## src/rtl/uart_tx_if.sv

```systemverilog
// uart_tx_if: host write port of the UART transmitter FIFO.
// Signals: tx_wen_i/din_i write strobe and data; full_o/empty_o FIFO status.
interface uart_tx_if #(
  parameter int DATA_WIDTH = 8
);
  logic                  tx_wen_i;
  logic [DATA_WIDTH-1:0] din_i;
  logic                  full_o;
  logic                  empty_o;

  modport master (
    output tx_wen_i,
    output din_i,
    input  full_o,
    input  empty_o
  );

  modport slave (
    input  tx_wen_i,
    input  din_i,
    output full_o,
    output empty_o
  );
endinterface

```

## src/rtl/uart_tx.sv

```systemverilog
// uart_tx: FIFO-buffered UART transmitter, start/data LSB-first/stop frames.
// Ports: clk_i, rst_ni (sync, active low), tx_en_i frame-start enable,
//   bus (uart_tx_if.slave: tx_wen_i, din_i, full_o, empty_o),
//   tx_bit_o serial line (idle high), busy_o FSM not idle.
// Optional: define UART_TX_PARITY_EN to add an even-parity bit.
module uart_tx #(
  parameter int CLK_FREQ   = 50_000_000,
  parameter int BAUD_RATE  = 115_200,
  parameter int DATA_WIDTH = 8,
  parameter int FIFO_DEPTH = 16
) (
  input  logic     clk_i,
  input  logic     rst_ni,
  input  logic     tx_en_i,
  uart_tx_if.slave bus,
  output logic     tx_bit_o,
  output logic     busy_o
);

  localparam int BAUD_DIV = CLK_FREQ / BAUD_RATE;
  localparam int BW  = $clog2(BAUD_DIV);
  localparam int BCW = $clog2(DATA_WIDTH + 1);
  localparam int AW  = $clog2(FIFO_DEPTH);
  localparam int CW  = $clog2(FIFO_DEPTH + 1);

  typedef enum logic [2:0] {
    S_IDLE,
    S_START,
    S_DATA,
`ifdef UART_TX_PARITY_EN
    S_PAR,
`endif
    S_STOP
  } state_t;

  logic [DATA_WIDTH-1:0] r_mem [FIFO_DEPTH];
  logic [AW-1:0]         r_wptr;
  logic [AW-1:0]         r_rptr;
  logic [CW-1:0]         r_cnt;

  state_t                r_state;
  state_t                w_state_n;
  logic [BW-1:0]         r_baud;
  logic [BW-1:0]         w_baud_n;
  logic [BCW-1:0]        r_bitc;
  logic [BCW-1:0]        w_bitc_n;
  logic [DATA_WIDTH-1:0] r_shift;
  logic [DATA_WIDTH-1:0] w_shift_n;
  logic                  r_tx;
  logic                  w_tx_n;
`ifdef UART_TX_PARITY_EN
  logic                  r_par;
  logic                  w_par_n;
`endif

  logic                  w_full;
  logic                  w_empty;
  logic                  w_wr;
  logic                  w_pop;
  logic                  w_go;
  logic                  w_bit_end;
  logic                  w_last;
  logic [DATA_WIDTH-1:0] w_head;

  assign w_full    = (r_cnt == CW'(FIFO_DEPTH));
  assign w_empty   = (r_cnt == '0);
  assign w_wr      = bus.tx_wen_i & ~w_full;
  assign w_go      = tx_en_i & ~w_empty;
  assign w_bit_end = (r_baud == BW'(BAUD_DIV - 1));
  assign w_last    = (r_bitc == BCW'(DATA_WIDTH - 1));
  assign w_head    = r_mem[r_rptr];

  assign bus.full_o  = w_full;
  assign bus.empty_o = w_empty;
  assign tx_bit_o    = r_tx;
  assign busy_o      = (r_state != S_IDLE);

  // FIFO storage carries no reset; pointers and count define validity.
  always_ff @(posedge clk_i) begin
    if (w_wr) r_mem[r_wptr] <= bus.din_i;
  end

  always_ff @(posedge clk_i) begin
    if (!rst_ni) begin
      r_wptr  <= '0;
      r_rptr  <= '0;
      r_cnt   <= '0;
      r_state <= S_IDLE;
      r_baud  <= '0;
      r_bitc  <= '0;
      r_shift <= '0;
      r_tx    <= 1'b1;
`ifdef UART_TX_PARITY_EN
      r_par   <= 1'b0;
`endif
    end else begin
      if (w_wr)  r_wptr <= r_wptr + 1'b1;
      if (w_pop) r_rptr <= r_rptr + 1'b1;
      if (w_wr && !w_pop)      r_cnt <= r_cnt + 1'b1;
      else if (!w_wr && w_pop) r_cnt <= r_cnt - 1'b1;
      r_state <= w_state_n;
      r_baud  <= w_baud_n;
      r_bitc  <= w_bitc_n;
      r_shift <= w_shift_n;
      r_tx    <= w_tx_n;
`ifdef UART_TX_PARITY_EN
      r_par   <= w_par_n;
`endif
    end
  end

  always_comb begin
    w_state_n = r_state;
    unique case (r_state)
      S_IDLE:  if (w_go) w_state_n = S_START;
      S_START: if (w_bit_end) w_state_n = S_DATA;
      S_DATA: begin
        if (w_bit_end && w_last) begin
`ifdef UART_TX_PARITY_EN
          w_state_n = S_PAR;
`else
          w_state_n = S_STOP;
`endif
        end
      end
`ifdef UART_TX_PARITY_EN
      S_PAR:   if (w_bit_end) w_state_n = S_STOP;
`endif
      S_STOP: begin
        if (w_bit_end) w_state_n = w_go ? S_START : S_IDLE;
      end
      default: w_state_n = S_IDLE;
    endcase
  end

  always_comb begin
    w_pop     = 1'b0;
    w_tx_n    = r_tx;
    w_shift_n = r_shift;
    w_bitc_n  = r_bitc;
    w_baud_n  = '0;
`ifdef UART_TX_PARITY_EN
    w_par_n   = r_par;
`endif
    if (r_state != S_IDLE && !w_bit_end) w_baud_n = r_baud + 1'b1;
    unique case (r_state)
      S_IDLE: begin
        w_tx_n = 1'b1;
        if (w_go) begin
          w_pop     = 1'b1;
          w_shift_n = w_head;
          w_bitc_n  = '0;
          w_tx_n    = 1'b0;
`ifdef UART_TX_PARITY_EN
          w_par_n   = ^w_head;
`endif
        end
      end
      S_START: begin
        if (w_bit_end) w_tx_n = r_shift[0];
      end
      S_DATA: begin
        if (w_bit_end) begin
          w_shift_n = r_shift >> 1;
          w_bitc_n  = r_bitc + 1'b1;
`ifdef UART_TX_PARITY_EN
          w_tx_n    = w_last ? r_par : w_shift_n[0];
`else
          w_tx_n    = w_last ? 1'b1 : w_shift_n[0];
`endif
        end
      end
`ifdef UART_TX_PARITY_EN
      S_PAR: begin
        if (w_bit_end) w_tx_n = 1'b1;
      end
`endif
      S_STOP: begin
        if (w_bit_end) begin
          w_tx_n = 1'b1;
          // Back-to-back frame: reload straight from the FIFO head.
          if (w_go) begin
            w_pop     = 1'b1;
            w_shift_n = w_head;
            w_bitc_n  = '0;
            w_tx_n    = 1'b0;
`ifdef UART_TX_PARITY_EN
            w_par_n   = ^w_head;
`endif
          end
        end
      end
      default: w_tx_n = 1'b1;
    endcase
  end

endmodule

```

## src/flat_wrapper.sv

```systemverilog
// flat-port wrapper written by rule: the top's interface ports become plain ports
module uart_tx_flat 
#(
  parameter int CLK_FREQ   = 50_000_000,
  parameter int BAUD_RATE  = 115_200,
  parameter int DATA_WIDTH = 8,
  parameter int FIFO_DEPTH = 16
)
  (clk_i, rst_ni, tx_en_i, tx_bit_o, busy_o, bus_tx_wen_i, bus_din_i, bus_full_o, bus_empty_o);
  uart_tx_if #(.DATA_WIDTH(DATA_WIDTH)) bus_i ();
  input  logic clk_i;
  input  logic rst_ni;
  input  logic tx_en_i;
  output logic tx_bit_o;
  output logic busy_o;
  input wire logic [$bits(bus_i.tx_wen_i)-1:0] bus_tx_wen_i;
  input wire logic [$bits(bus_i.din_i)-1:0] bus_din_i;
  output wire logic [$bits(bus_i.full_o)-1:0] bus_full_o;
  output wire logic [$bits(bus_i.empty_o)-1:0] bus_empty_o;
  assign bus_i.tx_wen_i = bus_tx_wen_i;
  assign bus_i.din_i = bus_din_i;
  assign bus_full_o = bus_i.full_o;
  assign bus_empty_o = bus_i.empty_o;
  uart_tx #(.CLK_FREQ(CLK_FREQ), .BAUD_RATE(BAUD_RATE), .DATA_WIDTH(DATA_WIDTH), .FIFO_DEPTH(FIFO_DEPTH)) u_core (.clk_i(clk_i), .rst_ni(rst_ni), .tx_en_i(tx_en_i), .bus(bus_i), .tx_bit_o(tx_bit_o), .busy_o(busy_o));
endmodule
```

## config.mk

```make
export PLATFORM = sky130hd
export DESIGN_NAME = uart_tx_flat
export DESIGN_NICKNAME = d
export VERILOG_FILES = /design/src/rtl/uart_tx_if.sv /design/src/rtl/uart_tx.sv /design/src/flat_wrapper.sv
export SDC_FILE = /design/constraint.sdc
export NUM_CORES = 1
export LEC_CHECK = 0
export ABC_AREA = 1
export BUFFER_PORTS_ARGS = -buffer_cell sky130_fd_sc_hd__buf_2
export CAP_MARGIN = 30
export CORE_AREA = 5 5 118 120
export CTS_BUF_LIST = sky130_fd_sc_hd__clkbuf_2
export CTS_CLUSTER_DIAMETER = 50
export DETAILED_ROUTE_END_ITERATION = 12
export DIE_AREA = 0 0 123 125
export GPL_TIMING_DRIVEN = 0
export HOLD_SLACK_MARGIN = 0.06
export PLACE_DENSITY_LB_ADDON = 0.05
export SLEW_MARGIN = 15
export SYNTH_ARGS = -nofsm -noshare
export SYNTH_HDL_FRONTEND = slang
export SYNTH_SLANG_ARGS = --single-unit
```

## constraint.sdc

```tcl
create_clock -name clk_i -period 7.05 [get_ports clk_i]
set_input_delay 0.705 -clock clk_i [delete_from_list [all_inputs] [get_ports clk_i]]
set_output_delay 0.705 -clock clk_i [all_outputs]
set_load 0.02 [all_outputs]
```

# [After elaboration in Yosys (flattened, before gate mapping)]
# Memories as Yosys holds them, arrays and structs flattened. A register that Yosys moved wholly into a read port is not among the register bits.
# Cells that the tools add are included.
[word_totals] ff_bits=38 latch_bits=0 mem_bits_rw=128 rom_bits=0 inputBits=12 out_inout_bits=4 wordCells=75 memories=1
[classes] addsub=6 n_mul=0 n_div=0 n_lt_le_gt_ge=0 eq_ne=11 n_shift=0 mux=29 bitwise=4 n_reduce_logical=16
[mem_list] name="u_core.r_mem" depth=16 word_bits=8 rd=1 rd_clocked_by_memory_dff=1 wr=1 line_no="uart_tx.sv:36" text="logic [DATA_WIDTH-1:0] r_mem [FIFO_DEPTH];"
[ops] cell="two-way mux 8 bit" count=3
[ops] cell="one-hot mux 8 bit (3 select lines)" count=1
[ops] cell="two-way mux 4 bit" count=5
[ops] cell="adder 4 x 1 -> 4 bit, second input constant" count=3
[ops] cell="two-way mux 3 bit" count=4
[ops] cell="one-hot mux 3 bit (4 select lines)" count=1
[ops] cell="one-hot mux 4 bit (3 select lines)" count=1
[ops] cell="two-way mux 1 bit" count=10
[ops] cell="two-way mux 5 bit" count=2
[ops] cell="!= test 2 x 1 -> 1 bit, second input constant" count=5
[ops] cell="adder 9 x 1 -> 9 bit, second input constant" count=1
[ops] cell="== test 9 bit, second input constant" count=1
[ops] cell="== test 3 x 2 -> 1 bit, second input constant" count=2
[ops] cell="AND reduction 3 bit" count=2
[ops] cell="nonzero test 3 bit" count=2
[ops] cell="adder 5 x 1 -> 5 bit, second input constant" count=1
[ops] cell="== test 5 bit, second input constant" count=1
[ops] cell="logical NOT 5 bit" count=1
[ops] cell="subtractor 5 x 1 -> 5 bit, second input constant" count=1
[ops] cell="== test 4 x 3 -> 1 bit, second input constant" count=1
[ops] cell="logical AND 1 bit" count=4
[ops] cell="one-hot mux 1 bit (4 select lines)" count=1
[ops] cell="AND reduction 4 bit" count=1
[ops] cell="== test 3 x 1 -> 1 bit, second input constant" count=1
[ops] cell="other kinds (7)" count=11

# [Logic depth before layout (Yosys ltp)]
# Gate-level depths: netlist of the first run.
[logic_depth] word_depth=9 ltp_mapped=18 depth_no_buf=18

# [Least setup slack after synthesis of the first run]
# Ideal clock, no wire load.
[synth_timing] path_kind="register -> register" startpoint="reg u_core.r_cnt[0]" endpoint="reg u_core.r_cnt[4]" setup_ns=0.113 t_arrival_ns=2.346 setup_slack_ns=4.591 path_stages_with_launch=17 n_path_buf=0 period_less_slack_ns=2.459 cell_sequence="dfxtp_1 -> nor2_2 -> nand3_1 -> nor2_1 -> inv_1 -> nand2_2 -> inv_2 -> ha_1 -> inv_1 -> ha_1 -> a21o_1 -> a21oi_1 -> nor2_1 -> nor2_1 -> nand2_1 -> nor2_1 -> nor2_1"
[synth_rtl] element="start: declaration" line_no="uart_tx.sv:39" text="logic [CW-1:0] r_cnt;"
[synth_rtl] element="start signal: assignment" line_no="uart_tx.sv:99" text="if (w_wr && !w_pop) r_cnt <= r_cnt + 1'b1;"
[synth_rtl] element="start signal: assignment" line_no="uart_tx.sv:100" text="else if (!w_wr && w_pop) r_cnt <= r_cnt - 1'b1;"
[synth_rtl] element="== test 5 bit (*)" line_no="uart_tx.sv:65" text="assign w_full = (r_cnt == CW'(FIFO_DEPTH));"
[synth_rtl] element="via bus_full_o" line_no="flat_wrapper.sv:18" text="output wire logic [$bits(bus_i.full_o)-1:0] bus_full_o;"
[synth_rtl] element="NOT 1 bit (*)" line_no="uart_tx.sv:67" text="assign w_wr = bus.tx_wen_i & ~w_full;"
[synth_rtl] element="AND 1 bit (*)" line_no="uart_tx.sv:67"
[synth_rtl] element="via u_core.w_wr" line_no="uart_tx.sv:58" text="logic w_wr;"
[synth_rtl] element="logical NOT 1 bit" line_no="uart_tx.sv:100"
[synth_rtl] element="logical AND 1 bit" line_no="uart_tx.sv:100"
[synth_rtl] element="nonzero test 2 bit (no line)"
# Mark *: on every way through the listed nets, which the timed path passes. The rest lies on a longest branch. The select of a mux whose other input is x is not followed.
# A chain may end at the register's enable or synchronous reset.

# [Final worst setup path of the first run]
[layout_timing] startpoint="reg u_core.r_state[0]" endpoint="reg u_core.r_cnt[4]"
[layout_between] elab_chain_len=5
[layout_rtl] element="start: declaration" line_no="uart_tx.sv:41" text="state_t r_state;"
[layout_rtl] element="start signal: assignment" line_no="uart_tx.sv:101" text="r_state <= w_state_n;"
[layout_rtl] element="== test 3 x 2 -> 1 bit or logical NOT 3 bit (tied branches)" line_no="uart_tx.sv:146" text="unique case (r_state)"
[layout_rtl] element="one-hot mux 1 bit (2 select lines) (*)" line_no="uart_tx.sv:146"
[layout_rtl] element="logical NOT 1 bit" line_no="uart_tx.sv:99"
[layout_rtl] element="logical AND 1 bit" line_no="uart_tx.sv:99"
[layout_rtl] element="two-way mux 5 bit or nonzero test 2 bit (tied branches)"
# Mark *: on every way between the ends. The rest lies on a longest branch, timed or not.

==> qor.yml, run 1 <==
sta:
  min_period_ps: 2790
  hold_viol_final: 0
  fin_crit_sh_pct: 39.5
  slew_headroom_pct: 46.6
  whs_ps: 287
  rsz0062_at_grt: "no"
  skew_ps: 32.6
  fin_ws_ps: 4260
  setup_viol: 0
  drv_slew: 0
  max_freq_mhz: 359
  worst_pin_slew_ps: 797
  tns_ps: 0
cts:
  postCtsSetupBuffers: 0
  cts_root_buf: "clkbuf_2"
  path_clk_slew_ps: 220
  worstSkewPairLatency_ps: 740
  htreeDepth: 4
  cts_buffers: 17
  cts_max_path_buffers: 2
  cts_tree: "yes"
  clock-sinks: 169
  hold_buffers: 0
  cts_resized: 0
drt:
  detail_route.vias_per_cell: 5.32
  remaining_drc_errors: 0
  wire_per_inst_um: 16.7
  routed_wl_um: 16700
  dr.pass1.iters: 5
  num_vias: 5303
  drtIter0Drc: 501
  ant_nets: 0
power_and_ir_drop:
  p_leak_uw: 0.00330
  p_comb_share_pct: 36.0
  sw_frac_of_total_pct: 38.4
  p_seq_share_pct: 45.4
  power_uw: 2610
  power_switching_uw: 1000
  p_int_uw: 1610
  ir_drop_v: 0.000155
  p_per_area_mw_per_mm2: 325
  p_clk_share_pct: 18.7
global_route:
  grt_pass1_vias: 5185
  overflow: 0
  grt_max_degree: 17
  antenna_found_initial: 0
  grtUsageTotal_pct: 23.2
  grt_pass1_wl_um: 27000
floorplanning:
  dieArea_mm2: 0.0154
  core_mm2: 0.0129
  num_io_pins: 16
  dieHeight_um: 125
  die-width_um: 123
  rows: 42
  initial_core_util_pct: 58.5
critical_path:
  cp_data_required_time_ps: 7730
  critPathTopFamily: "adder cells"
  crit_slowest_cell: "dfxtp_1"
  crit_type: "reg -> reg"
  cp_max_fo: 8
  endpoint_kind: "flip-flop"
  cpPeakStageDelay_ps: 400
  worst-path-buf-inv: 3
  worst-endpoint-arrival_ps: 3470
  setup.worst_path.start_class: "flip-flop"
  cp_cell_sequence: "inv_1 > ha_1 > inv_1 > o21ai_0 > nor2_1 > nand2_1 > ha_1 > inv_1 > ha_1 > a21o_1 > a21oi_1 > nor2_1 > nor2_1 > nand2_1 > nand2_1 > nand2_1 > nor2_1"
final_layout:
  syn_to_final_growth_pct: 6.87
  final_nets: 838
  layout-drive-gt1-share_pct: 11.6
  nFillCells: 1137
  stdcell_count: 997
  antenna_cells: 0
place:
  dpl.hpwl_um: 11500
  dp_slack_ps: 4270
  gp_congestion: 0.928
  place_inst: 966
  portBuffers: 15
run:
  maxCapViolations: 0
logic_synthesis:
  ys_seq_area_share_pct: 62.0
  syn_area_per_cell_um2: 9.71
  syn_inst: 775
  synth_cell_types: 35
  yosysWarnings: 0
  synth_seq_cells: 169
  synth.net_count: 804
  synth_area_mm2: 0.00753
worst_hold_path:
  hp-class: "in -> reg"
run_status:
  status: "completed"
logic make-up (layout without fill, tap and decap cells):
group,count (synthesis),in the layout,share of synthesized area (%)
compound gates,54,54,4.16
fa+ha+maj,17,17,2.93
xor+xnor,8,8,0.931
buf+inv,122,168,6.82
simple gates,405,405,23.2
flops,169,169,62.0
per-layer routing:
layer  vias up  global-route usage, %  routed length, µm
met3        21                   5.24               1010
met2       144                   36.3               7860
met5         -                      0                  0
met1      2539                   32.7               7500
li1       2599                      -                  -
met4         0                   6.84                315
Yosys cell counts, drive strengths merged:
master	instances	area share, %
inv	91	4.5
o21ai	21	1.4
or2	2	0.17
nor3b	4	0.40
nand3	96	6.6
nor2	67	3.6
edfxtp	128	51
nor3	3	0.27
ha	16	2.7
fa	1	0.27
a31oi	2	0.17
dfxtp	41	11
a21oi	27	2.2
nand4	4	0.42
clkbuf	5	0.25
buf	25	2.0
nand2	227	12
a21o	1	0.10
o211ai	3	0.30
xnor2	3	0.35
and3	2	0.17
clkinv	1	0.050
xor2	5	0.58
final cells by class:
class,count,area [µm²],area share [%]
multi-input cells,484,2350,29.2
plain buffers,30,168,2.08
clock buffers,18,90.1,1.12
clock inverters,13,131,1.63
inverters,92,345,4.29
repair buffers,15,75.1,0.933
well taps,176,220,2.74
flip-flops and latches,169,4660,58.0
registers in the layout, summed over array words and instances, names as in the netlist, named ones only:
register,flops
u_core.r_baud,9
u_core.r_bitc,4
u_core.r_cnt,5
u_core.r_mem,128
u_core.r_rptr,4
u_core.r_shift,8
u_core.r_state,2
u_core.r_wptr,4
u_core.tx_bit_o,1
layout by cell type, fill, tap and decap left out, drive strengths merged, types with 4 or more instances in the layout:
cell type,instances
inv,91
edfxtp,128
buf,40
o21ai,21
xor2,5
nand2,227
dfxtp,41
a21oi,27
nor3b,4
clkbuf,23
ha,16
nor2,67
nand3,96
nand4,4
clkinv,10
worst register-to-register path: cells and delay by family (launching register included):
kind	cells	cell delay [ps]
AND/OR/NAND/NOR	8	710
flip-flops	1	400
adder cells (fa/ha/maj)	3	890
AO/OA/AOI/OAI	3	450
buffers and inverters	3	300
power groups by stage:
stage	registers, µW	clock network [µW]	logic (µW)
after floorplan	1200	0	676
after global placement	1200	0	913
after detailed placement	1210	0	935
after CTS	1190	495	939
after global routing	1190	543	1060
final	1180	487	940
stage by stage:
| step | area, µm² | utilization [%] |
|---|---|---|
| detailed placement | 7820 | 60.7 |
| finish | 8040 | 62.5 |
| floorplan | 7530 | - |
| global placement | 7820 | 60.7 |
| CTS | 8040 | 62.5 |
| global route | 8040 | 62.5 |
worst paths after layout:
| kind | startpoint | to | slack, ps | cells after the start |
|---|---|---|---|---|
| setup reg to reg | u_core.r_state[0] | u_core.r_cnt[4] | 4260 | 17 |
| setup / recovery | u_core.r_state[0] | u_core.r_cnt[4] | 4260 | 17 |
| hold reg to reg | u_core.r_shift[3] | u_core.r_shift[3] | 500 | 2 |
| hold / removal | bus_tx_wen_i | u_core.r_wptr[1] | 290 | 3 |
No activity file was read; power rests on OpenSTA's default activity.
==> run 2: changes to the inputs <==
--- a/config.mk
+++ b/config.mk
@@ -8,11 +8,11 @@
 export ABC_AREA = 1
 export BUFFER_PORTS_ARGS = -buffer_cell sky130_fd_sc_hd__buf_2
 export CAP_MARGIN = 30
-export CORE_AREA = 5 5 118 120
+export CORE_AREA = 5 5 119 121
 export CTS_BUF_LIST = sky130_fd_sc_hd__clkbuf_2
 export CTS_CLUSTER_DIAMETER = 50
 export DETAILED_ROUTE_END_ITERATION = 12
-export DIE_AREA = 0 0 123 125
+export DIE_AREA = 0 0 124 126
 export GPL_TIMING_DRIVEN = 0
 export HOLD_SLACK_MARGIN = 0.06
 export PLACE_DENSITY_LB_ADDON = 0.05
==> constraint.sdc (replaced) <==
create_clock -name clk_i -period 2.5 [get_ports clk_i]
set_input_delay 0.25 -clock clk_i [delete_from_list [all_inputs] [get_ports clk_i]]
set_output_delay 0.25 -clock clk_i [all_outputs]
set_load 0.02 [all_outputs]
==> run 2 against run 1 <==
- sequential power grew to 2.9 times the previous value
- sequential share of layout area is 2.1 points lower
- critical endpoint unchanged
- hold slack gained 130 ps
- largest cell class unchanged
- clock-buffer cell count unchanged
- clock power rose to 2.8 times the previous value
- first-iteration DRC count rose by 9.8%
==> qor.yml, run 2 (synthesis results as in run 1) <==
sta:
  setup_viol: 0
  rsz0062_at_grt: "yes"
  worst_pin_slew_ps: 787
  hold_viol_final: 0
  skew_ps: 31.2
  drv_slew: 0
  fin_crit_sh_pct: 94.8
  tns_ps: 0
  slew_headroom_pct: 47.3
  max_freq_mhz: 422
  min_period_ps: 2370
floorplanning:
  die-width_um: 124
  core_mm2: 0.0130
  dieArea_mm2: 0.0156
  num_io_pins: 16
  rows: 42
  dieHeight_um: 126
  initial_core_util_pct: 58.0
power_and_ir_drop:
  ir_drop_v: 0.000483
  p_per_area_mw_per_mm2: 914
  p_int_uw: 4710
  p_clk_share_pct: 17.8
  sw_frac_of_total_pct: 38.4
  p_comb_share_pct: 38.1
  p_leak_uw: 0.00341
  power_switching_uw: 2940
  p_seq_share_pct: 44.1
final_layout:
  final_nets: 860
  largest_register_ffs: 128
  layout_common_cells: "218 x nand2_1, 128 x edfxtp_1, 95 x nand3_1"
  stdcell_area_mm2: 0.00837
  antenna_cells: 0
  syn_to_final_growth_pct: 11.2
  reg.largest.list: "u_core.r_mem (128), u_core.r_baud (9), u_core.r_shift (8)"
  layout-drive-gt1-share_pct: 15.5
  top_register: "u_core.r_mem"
  final_common_cell: "nand2_1"
drt:
  ant_nets: 0
  detail_route.vias_per_cell: 5.28
  drtIter0Drc: 550
  num_vias: 5389
  remaining_drc_errors: 0
  routed_wl_um: 16900
  dr.pass1.iters: 5
  wire_per_inst_um: 16.6
global_route:
  overflow: 0
  grt_use_met1_pct: 31.5
  grtUsageTotal_pct: 22.8
  antenna_found_initial: 0
  grt_use_met2_pct: 36.1
  grt_max_degree: 17
  grt.busiest_layer: "met2"
  grt_pass1_vias: 5184
  grt_pass1_wl_um: 26800
  gr-usage-met3_pct: 4.26
place:
  portBuffers: 15
  dpl.hpwl_um: 11500
  gp_congestion: 0.942
  placed_area_mm2: 0.00782
critical_path:
  setup.worst_path.start_class: "flip-flop"
  cp_data_required_time_ps: 3180
  crit_type: "reg -> reg"
  endpoint_kind: "flip-flop"
  cp_max_fo: 4
  worst-endpoint-arrival_ps: 3050
worst_hold_path:
  hp-class: "in -> reg"
cts:
  clock-sinks: 169
  cts_tree: "yes"
  worstSkewPairLatency_ps: 740
  path_clk_slew_ps: 210
  cts_root_buf: "clkbuf_2"
  cts_max_path_buffers: 2
  htreeDepth: 4
  cts_buffers: 17
run:
  maxCapViolations: 0
run_status:
  status: "completed"
==> run 2: cell count changes in the layout (fill, tap and decap cells not counted), moves of 3 or more <==
cell,delta
ha_1,-5
dfxtp_2,+6
nand2_1,-3
buf_4,+10
inv_1,-5
dfxtp_1,-8
inv_4,+3
ha_4,+5
dlygate4sd3_1,+12
==> run 2: stage by stage <==
stage / setup slack (ps) / power [µW] / hold slack, ps / util [%] / instances
2_1_floorplan: 40.9 / 5290 / 349 / - / 775
3_3_place_gp: -137 / 5980 / 446 / 60.3 / 966
3_5_place_dp: -275 / 6060 / 466 / 60.3 / 966
4_1_cts: 4.54 / 7440 / 343 / 63.1 / 1011
5_1_grt: -24.4 / 8180 / 366 / 64.5 / 1020
6_report: 129 / 7650 / 414 / 64.5 / 1020
==> run 2: per-layer routing <==
metal | up-vias | wire length, µm
met5 | - | 0
met4 | 0 | 434
met3 | 32 | 876
met2 | 137 | 8180
met1 | 2569 | 7430
li1 | 2651 | -
==> run 2: cell type report <==
type / instances / area [µm²]
repair buffers: 37 / 270
clock buffers: 18 / 90.1
plain buffers: 30 / 168
flip-flops and latches: 169 / 4680
multi-input cells: 484 / 2460
fillers: 1108 / 4610
inverters: 92 / 353
well taps: 176 / 220
clock inverters: 14 / 133
==> run 2: power by group through the flow <==
stage               clock network (µW)  logic, µW  registers (µW)
global placement                     0       2590            3390
global route                      1510       3280            3390
CTS                               1380       2710            3350
finish                            1360       2910            3370
detailed placement                   0       2650            3410
floorplan                            0       1910            3380
==> run 2: path summary, 6_finish.rpt <==
path	start	endpoint	slack, ps	cells after the start
worst min-delay path	rst_ni	u_core.r_bitc[0]	410	4
worst min register to register	u_core.r_baud[0]	u_core.r_baud[0]	490	1
worst max-delay path	u_core.r_baud[1]	u_core.r_cnt[4]	130	18
worst max register to register	u_core.r_baud[1]	u_core.r_cnt[4]	130	18
==> run 2: timing repair <==
action	CTS	global route
resized for setup	8	31
pin swaps	2	12
setup buffers	1	9
endpoints found under the setup margin	2	2
hold buffers	12	0
cloned	0	0
hold endpoints to repair	157	0
==> run 2: critical path, cell delays in order (launching register included) <==
cell and delay [ps]:
dfxtp_2 390, inv_2 40, ha_4 140, nand2_2 60, nor3_2 40, nand2_2 120, nand2_2 90, nand2_4 100
ha_4 160, inv_4 60, fa_2 360, a21o_1 190, a21oi_2 170, nor2_1 70, nor2_1 80, nand2_1 70
nand2_1 60, nand2_1 40, nor2_1 100
